## src/rtl/sparc_fetch_pkg.sv

```systemverilog
// Shared definitions for the SPARC instruction fetch unit.
//   fetch_state_t : fetch FSM encoding (IDLE=0, FETCH=1, HALTED=2)
//   INSTR_W       : instruction word width
//   NOP_WORD      : word placed in IF/ID when a delay slot is annulled
//   PC_STEP       : byte increment between sequential fetches
package sparc_fetch_pkg;

  typedef enum logic [1:0] {
    IDLE   = 2'd0,
    FETCH  = 2'd1,
    HALTED = 2'd2
  } fetch_state_t;

  localparam int INSTR_W = 32;
  localparam logic [INSTR_W-1:0] NOP_WORD = 32'h0;
  localparam int PC_STEP = 4;

endpackage

```

## src/rtl/sparc_fetch_unit_if.sv

```systemverilog
// Fetch-side bus bundle: instruction ROM port, branch redirect request from
// the decode stage and the IF/ID register outputs.
//   master : the fetch unit (drives rom_addr and the IF/ID outputs)
//   slave  : the environment (ROM + decode/branch logic)
interface sparc_fetch_unit_if #(
  parameter int ADDR_W = 9
);
  import sparc_fetch_pkg::*;

  logic [ADDR_W-1:0]  rom_addr;
  logic [INSTR_W-1:0] rom_data;
  logic               br_taken;
  logic [ADDR_W-1:0]  br_target;
  logic               br_annul;
  logic [INSTR_W-1:0] instr;
  logic [ADDR_W-1:0]  instr_pc;
  logic               instr_valid;

  modport master (
    output rom_addr, instr, instr_pc, instr_valid,
    input  rom_data, br_taken, br_target, br_annul
  );

  modport slave (
    input  rom_addr, instr, instr_pc, instr_valid,
    output rom_data, br_taken, br_target, br_annul
  );

endinterface

```

## src/rtl/fetch_redirect_reg.sv

```systemverilog
// Pending branch redirect holder.
// A branch that resolves while the pipe is stalled cannot redirect the PC yet,
// so it is parked here until the first non-stalled fetch. A live br_taken
// always wins over a parked one.
//   clk, clr     : clock, synchronous active-low reset
//   capture      : park br_target/br_annul (overwrites any earlier one)
//   consume      : a redirect was applied this cycle; drop the parked one
//   br_*         : live branch request
//   redir_*      : selected redirect (live if present, else parked)
module fetch_redirect_reg #(
  parameter int ADDR_W = 9
) (
  input  logic              clk,
  input  logic              clr,
  input  logic              capture,
  input  logic              consume,
  input  logic              br_taken,
  input  logic [ADDR_W-1:0] br_target,
  input  logic              br_annul,
  output logic              redir_valid,
  output logic [ADDR_W-1:0] redir_tgt,
  output logic              redir_annul
);

  logic              pend_reg;
  logic [ADDR_W-1:0] pend_tgt_reg;
  logic              pend_annul_reg;

  always_ff @(posedge clk) begin
    if (!clr) begin
      pend_reg       <= 1'b0;
      pend_tgt_reg   <= '0;
      pend_annul_reg <= 1'b0;
    end else if (capture) begin
      pend_reg       <= 1'b1;
      pend_tgt_reg   <= br_target;
      pend_annul_reg <= br_annul;
    end else if (consume) begin
      pend_reg <= 1'b0;
    end
  end

  always_comb begin
    redir_valid = 1'b0;
    redir_tgt   = '0;
    redir_annul = 1'b0;
    if (br_taken) begin
      redir_valid = 1'b1;
      redir_tgt   = br_target;
      redir_annul = br_annul;
    end else if (pend_reg) begin
      redir_valid = 1'b1;
      redir_tgt   = pend_tgt_reg;
      redir_annul = pend_annul_reg;
    end
  end

endmodule

```

## src/rtl/sparc_fetch_unit.sv

```systemverilog
// SPARC instruction fetch stage.
// Owns the PC, presents it to a zero-latency byte-addressed ROM and captures
// the returned word into the IF/ID register. Supports stall, taken branches
// with one delay slot (optionally annulled) and a sticky halt.
//   clk   : rising-edge clock
//   clr   : synchronous active-low reset
//   start : leave IDLE and begin fetching
//   halt  : stop fetching until reset
//   stall : hold PC and IF/ID
//   bus   : ROM port, branch request and IF/ID outputs (master modport)
//   state : IDLE=0, FETCH=1, HALTED=2
module sparc_fetch_unit
  import sparc_fetch_pkg::*;
#(
  parameter int ADDR_W   = 9,
  parameter int RESET_PC = 0
) (
  input  logic                      clk,
  input  logic                      clr,
  input  logic                      start,
  input  logic                      halt,
  input  logic                      stall,
  sparc_fetch_unit_if.master        bus,
  output logic [1:0]                state
);

  fetch_state_t       state_reg, state_next;
  logic [ADDR_W-1:0]  pc_reg, pc_next;
  logic [INSTR_W-1:0] instr_reg, instr_next;
  logic [ADDR_W-1:0]  instr_pc_reg, instr_pc_next;
  logic               instr_valid_reg, instr_valid_next;

  logic               capture;
  logic               consume;
  logic               redir_valid;
  logic [ADDR_W-1:0]  redir_tgt;
  logic               redir_annul;

  fetch_redirect_reg #(.ADDR_W(ADDR_W)) u_redirect (
    .clk         (clk),
    .clr         (clr),
    .capture     (capture),
    .consume     (consume),
    .br_taken    (bus.br_taken),
    .br_target   (bus.br_target),
    .br_annul    (bus.br_annul),
    .redir_valid (redir_valid),
    .redir_tgt   (redir_tgt),
    .redir_annul (redir_annul)
  );

  always_ff @(posedge clk) begin
    if (!clr) begin
      state_reg       <= IDLE;
      pc_reg          <= ADDR_W'(RESET_PC);
      instr_reg       <= NOP_WORD;
      instr_pc_reg    <= '0;
      instr_valid_reg <= 1'b0;
    end else begin
      state_reg       <= state_next;
      pc_reg          <= pc_next;
      instr_reg       <= instr_next;
      instr_pc_reg    <= instr_pc_next;
      instr_valid_reg <= instr_valid_next;
    end
  end

  always_comb begin
    state_next       = state_reg;
    pc_next          = pc_reg;
    instr_next       = instr_reg;
    instr_pc_next    = instr_pc_reg;
    instr_valid_next = instr_valid_reg;
    capture          = 1'b0;
    consume          = 1'b0;

    unique case (state_reg)
      IDLE: begin
        instr_valid_next = 1'b0;
        if (start) state_next = FETCH;
      end
      FETCH: begin
        if (halt) begin
          state_next       = HALTED;
          instr_valid_next = 1'b0;
        end else if (stall) begin
          // Everything holds; a branch seen now is parked for later.
          capture = bus.br_taken;
        end else begin
          instr_next       = bus.rom_data;
          instr_pc_next    = pc_reg;
          instr_valid_next = 1'b1;
          if (redir_valid) begin
            // Word captured now is the delay slot; the target is fetched next.
            pc_next = redir_tgt & ~ADDR_W'(3);
            consume = 1'b1;
            if (redir_annul) begin
              instr_next       = NOP_WORD;
              instr_valid_next = 1'b0;
            end
          end else begin
            pc_next = pc_reg + ADDR_W'(PC_STEP);
          end
        end
      end
      HALTED: begin
        instr_valid_next = 1'b0;
      end
      default: begin
        state_next       = IDLE;
        instr_valid_next = 1'b0;
      end
    endcase
  end

  assign bus.rom_addr    = pc_reg;
  assign bus.instr       = instr_reg;
  assign bus.instr_pc    = instr_pc_reg;
  assign bus.instr_valid = instr_valid_reg;
  assign state           = state_reg;

endmodule

```

## src/flat_wrapper.sv

```systemverilog
// flat-port wrapper written by rule: the top's interface ports become plain ports
module sparc_fetch_unit_flat import sparc_fetch_pkg::*;
#(
  parameter int ADDR_W   = 9,
  parameter int RESET_PC = 0
)
  (clk, clr, start, halt, stall, state, bus_rom_addr, bus_instr, bus_instr_pc, bus_instr_valid, bus_rom_data, bus_br_taken, bus_br_target, bus_br_annul);
  sparc_fetch_unit_if #(.ADDR_W(ADDR_W)) bus_i ();
  input  logic clk;
  input  logic clr;
  input  logic start;
  input  logic halt;
  input  logic stall;
  output logic [1:0] state;
  output wire logic [$bits(bus_i.rom_addr)-1:0] bus_rom_addr;
  output wire logic [$bits(bus_i.instr)-1:0] bus_instr;
  output wire logic [$bits(bus_i.instr_pc)-1:0] bus_instr_pc;
  output wire logic [$bits(bus_i.instr_valid)-1:0] bus_instr_valid;
  input wire logic [$bits(bus_i.rom_data)-1:0] bus_rom_data;
  input wire logic [$bits(bus_i.br_taken)-1:0] bus_br_taken;
  input wire logic [$bits(bus_i.br_target)-1:0] bus_br_target;
  input wire logic [$bits(bus_i.br_annul)-1:0] bus_br_annul;
  assign bus_rom_addr = bus_i.rom_addr;
  assign bus_instr = bus_i.instr;
  assign bus_instr_pc = bus_i.instr_pc;
  assign bus_instr_valid = bus_i.instr_valid;
  assign bus_i.rom_data = bus_rom_data;
  assign bus_i.br_taken = bus_br_taken;
  assign bus_i.br_target = bus_br_target;
  assign bus_i.br_annul = bus_br_annul;
  sparc_fetch_unit #(.ADDR_W(ADDR_W), .RESET_PC(RESET_PC)) u_core (.clk(clk), .clr(clr), .start(start), .halt(halt), .stall(stall), .bus(bus_i), .state(state));
endmodule
```

## config.mk

```make
export PLATFORM = sky130hd
export DESIGN_NAME = sparc_fetch_unit_flat
export DESIGN_NICKNAME = d
export VERILOG_FILES = /design/src/rtl/sparc_fetch_pkg.sv /design/src/rtl/sparc_fetch_unit_if.sv /design/src/rtl/fetch_redirect_reg.sv /design/src/rtl/sparc_fetch_unit.sv /design/src/flat_wrapper.sv
export SDC_FILE = /design/constraint.sdc
export NUM_CORES = 1
export LEC_CHECK = 0
export CAP_MARGIN = 10
export CORE_UTILIZATION = 50
export CTS_BUF_LIST = sky130_fd_sc_hd__clkbuf_16
export DETAILED_ROUTE_END_ITERATION = 6
export DONT_BUFFER_PORTS = 1
export PLACE_DENSITY = 0.68
export SLEW_MARGIN = 5
export SYNTH_ARGS = -nofsm -noshare
export SYNTH_HDL_FRONTEND = slang
export SYNTH_SLANG_ARGS = --single-unit
```

## constraint.sdc

```tcl
create_clock -name clk -period 1.6 [get_ports clk]
set_clock_uncertainty 0.15 [all_clocks]
set_input_delay 0.16 -clock clk [delete_from_list [all_inputs] [get_ports clk]]
set_output_delay 0.16 -clock clk [all_outputs]
set_load 0.005 [all_outputs]
```

==> metrics.md <==
| Metric | Value |
|---|---|
| Gr usage total | `about 24%` |
| Initial drt markers | `155` |
| Hold Path Class | `in -> reg` |
| Non-filler cells, final | `415` |
| Syn Area/Cell | `8.65 µm²` |
| Pin count of the biggest net entering global routing | `61` |
| Placement Setup Slack | `-0.0613 ns` |
| CTS buffer count | `9` |
| Comb pwr share | `about 8.5%` |
| Final Max Slew Viols | `0` |
| Commonest non-fill, non-tap cell in the layout | `dfxtp_1` |
| Layout area overhead | `39.0%` |
| FF-to-FF setup slack | `-0.007 ns` |
| Mapped cell area | `2520 µm²` |
| GRT overflow | `0` |
| Final instance area | `3500 µm²` |
| Ports | `101` |
| Arrival @ worst endpoint | `1.66 ns` |
| 1st-pass router iterations | `4` |
| Main flop type after synthesis | `dfxtp_1` |
| TritonCTS clock tree | `yes` |
| Initial Util | `52.6%` |
| Initial antenna violation count | `0` |
| Max frequency | `between 600 and 700 MHz` |
| Commonest cells after routing, fill and taps aside | `56 x dfxtp_1, 55 x nand2_1, 44 x dlygate4sd3_1, 36 x nand3_1, 21 x a21boi_1` |
| Final net count | `392` |
| Slew headroom | `between 60% and 70%` |
| Drt drc | `0` |
| Clock-pin transition on the worst setup and hold timing paths | `0.05 ns` |
| Placed Instances | `352` |
| Critical Path RT | `1.65 ns` |
| Ys Warns | `0` |
| Worst skew pair latency | `0.31 ns` |
| CP startpoint kind | `flip-flop` |
| PortBufs | `0` |
| Synth cell types | `36` |
| Maxcap violations | `0` |
| Fraction of layout cells with a size suffix above 1 | `12.4%` |
| Clock sinks | `58` |
| WL/cell | `approximately 15 µm` |
| Worst setup EP type | `flip-flop` |
| Setup TNS | `-0.00652 ns` |
| RD Place Congestion | `0.774` |
| Worst VDD drop | `0.618 mV` |
| EDFF count, synth | `0` |
| Max FFs per register | `32` |
| Post-DP Area | `between 2000 and 3000 µm²` |
| Seq pwr share | `41.8%` |
| Crit Path Class | `reg -> reg` |
| Flops & latches, synth | `58` |
| Register area share after synthesis | `46.1%` |
| WHS | `0.0101 ns` |
| Final period utilization | `100%` |
| Clock group share of total power | `around half` |
| Sw Ratio | `21.4%` |
| Chip height | `72.9 µm` |
| Die Area | `5320 µm²` |
| Leak | `approximately 1.3 nW` |
| Post-Syn Instances | `between 200 and 300` |
| Routed Antenna Nets | `0` |
| Vias in the first global route | `~2100` |
| Rows | `25` |
| RSZ-0062 raised after global routing | `yes` |
| Setup ws final | `-0.00652 ns` |
| Violated checks | `setup timing` |
| Global-route wire length before repair | `between 9 and 10 mm` |
| Root buffer cell | `clkbuf_16` |
| Clock buffer depth | `2` |
| Detailed-route via count | `2214` |
| Vias/cell | `5.33` |
| Post-DP HPWL | `about 3.7 mm` |
| Switch Pwr | `0.764 mW` |
| Final WL | `6.40 mm` |
| Async set or reset register ratio after synthesis | `0%` |
| Core ar. | `4790 µm²` |
| Antenna diodes | `0` |
| DIE WIDTH | `72.9 µm` |
| Status | `complete, but fails checks` |
| Final Hold Violating Endpoints | `0` |
| Crit Path Max Fanout | `10` |
| Pwr/cell area | `1020 nW/µm²` |
| Final Setup Violations | `1` |
| Power Internal | `2.81 mW` |
| Period minus WS final | `between 1.5 and 2 ns` |
| H-tree depth | `3` |
| Worst Max-Slew Pin Slew | `0.528 ns` |
[Yosys cell counts, drive strengths merged (2+ instances only)]
library cell  count  area share (%)
and3              2            0.50
inv               2            0.30
buf              15             3.6
nor3              2            0.40
clkbuf           12             1.8
mux2i            13             5.2
nor2              9             1.3
nand3            36             7.2
o21ai             4            0.80
a21oi            11             2.3
a21boi           40              12
dfxtp            58              46
nand2            55             8.2
and3b             2            0.70
nor2b            11             2.7
nor3b             4             1.2
nor4b             2             1.3
[per-layer routing]
metal | track usage (%) | part of all wire, % | vias to the layer above
li1 | - | - | 1099
met1 | 30.1 | 44 | 1034
met2 | 40.2 | 50 | 75
met3 | 5.94 | 5.6 | 6
met4 | 9.59 | 0.94 | 0
met5 | 0 | 0 | -
[worst paths after layout]
path / from / endpoint / cells after the start
setup / recovery: u_core.state[1] / u_core.bus.rom_addr[7] / 5
hold reg to reg: u_core.bus.instr[0] / u_core.bus.instr[0] / 2
setup reg to reg: u_core.state[1] / u_core.bus.rom_addr[7] / 5
hold / removal: bus_br_target[7] / u_core.bus.rom_addr[7] / 3
[power groups by stage]
stage               logic [mW]  registers, mW  clock network, mW
finish                   0.304           1.50               1.78
global route             0.326           1.50               1.87
floorplan                0.140           1.52                  0
global placement         0.158           1.52                  0
detailed placement       0.161           1.52                  0
CTS                      0.280           1.50               1.81
[stage by stage]
| step | total power, mW | utilization, % |
|---|---|---|
| after CTS | 3.58 | 71.0 |
| after global routing | 3.69 | 73.1 |
| after global placement | 1.68 | 55.2 |
| after detailed placement | 1.69 | 55.2 |
| final | 3.58 | 73.1 |
| after floorplan | 1.66 | - |
[layout make-up]
| cell class | count | area, µm² |
|---|---|---|
| fillers | 368 | 1290 |
| multi-input cells | 207 | 1280 |
| flip-flops and latches | 58 | 1170 |
| repair buffers | 65 | 679 |
| clock buffers | 9 | 225 |
| well taps | 67 | 83.8 |
| clock inverters | 7 | 52.6 |
| inverters | 2 | 7.51 |
[what timing repair did]
action,CTS,global route
endpoints found under the setup margin,40,45
resized for setup,4,22
setup buffers,0,2
endpoints found under the hold margin,58,0
pin swaps,0,3
hold buffers,45,0
[critical path, cell delays in order, from the launching register on]
cell and delay, ns:
dfxtp_4 0.33, or4b_4 0.50, buf_8 0.17, nand2_1 0.06, o21ai_1 0.06, o31a_1 0.22
[logic make-up after synthesis]
group	Yosys count	share of synthesized area, %
buffers and inverters	29	5.72
adders and majority gates	1	0.497
AOI/OAI and AO/OA	61	17.1
DFF	58	46.1
other	1	0.149
and+or+nand+nor	128	25.2
muxes	13	5.17
Power figures use the tool's default switching activity.
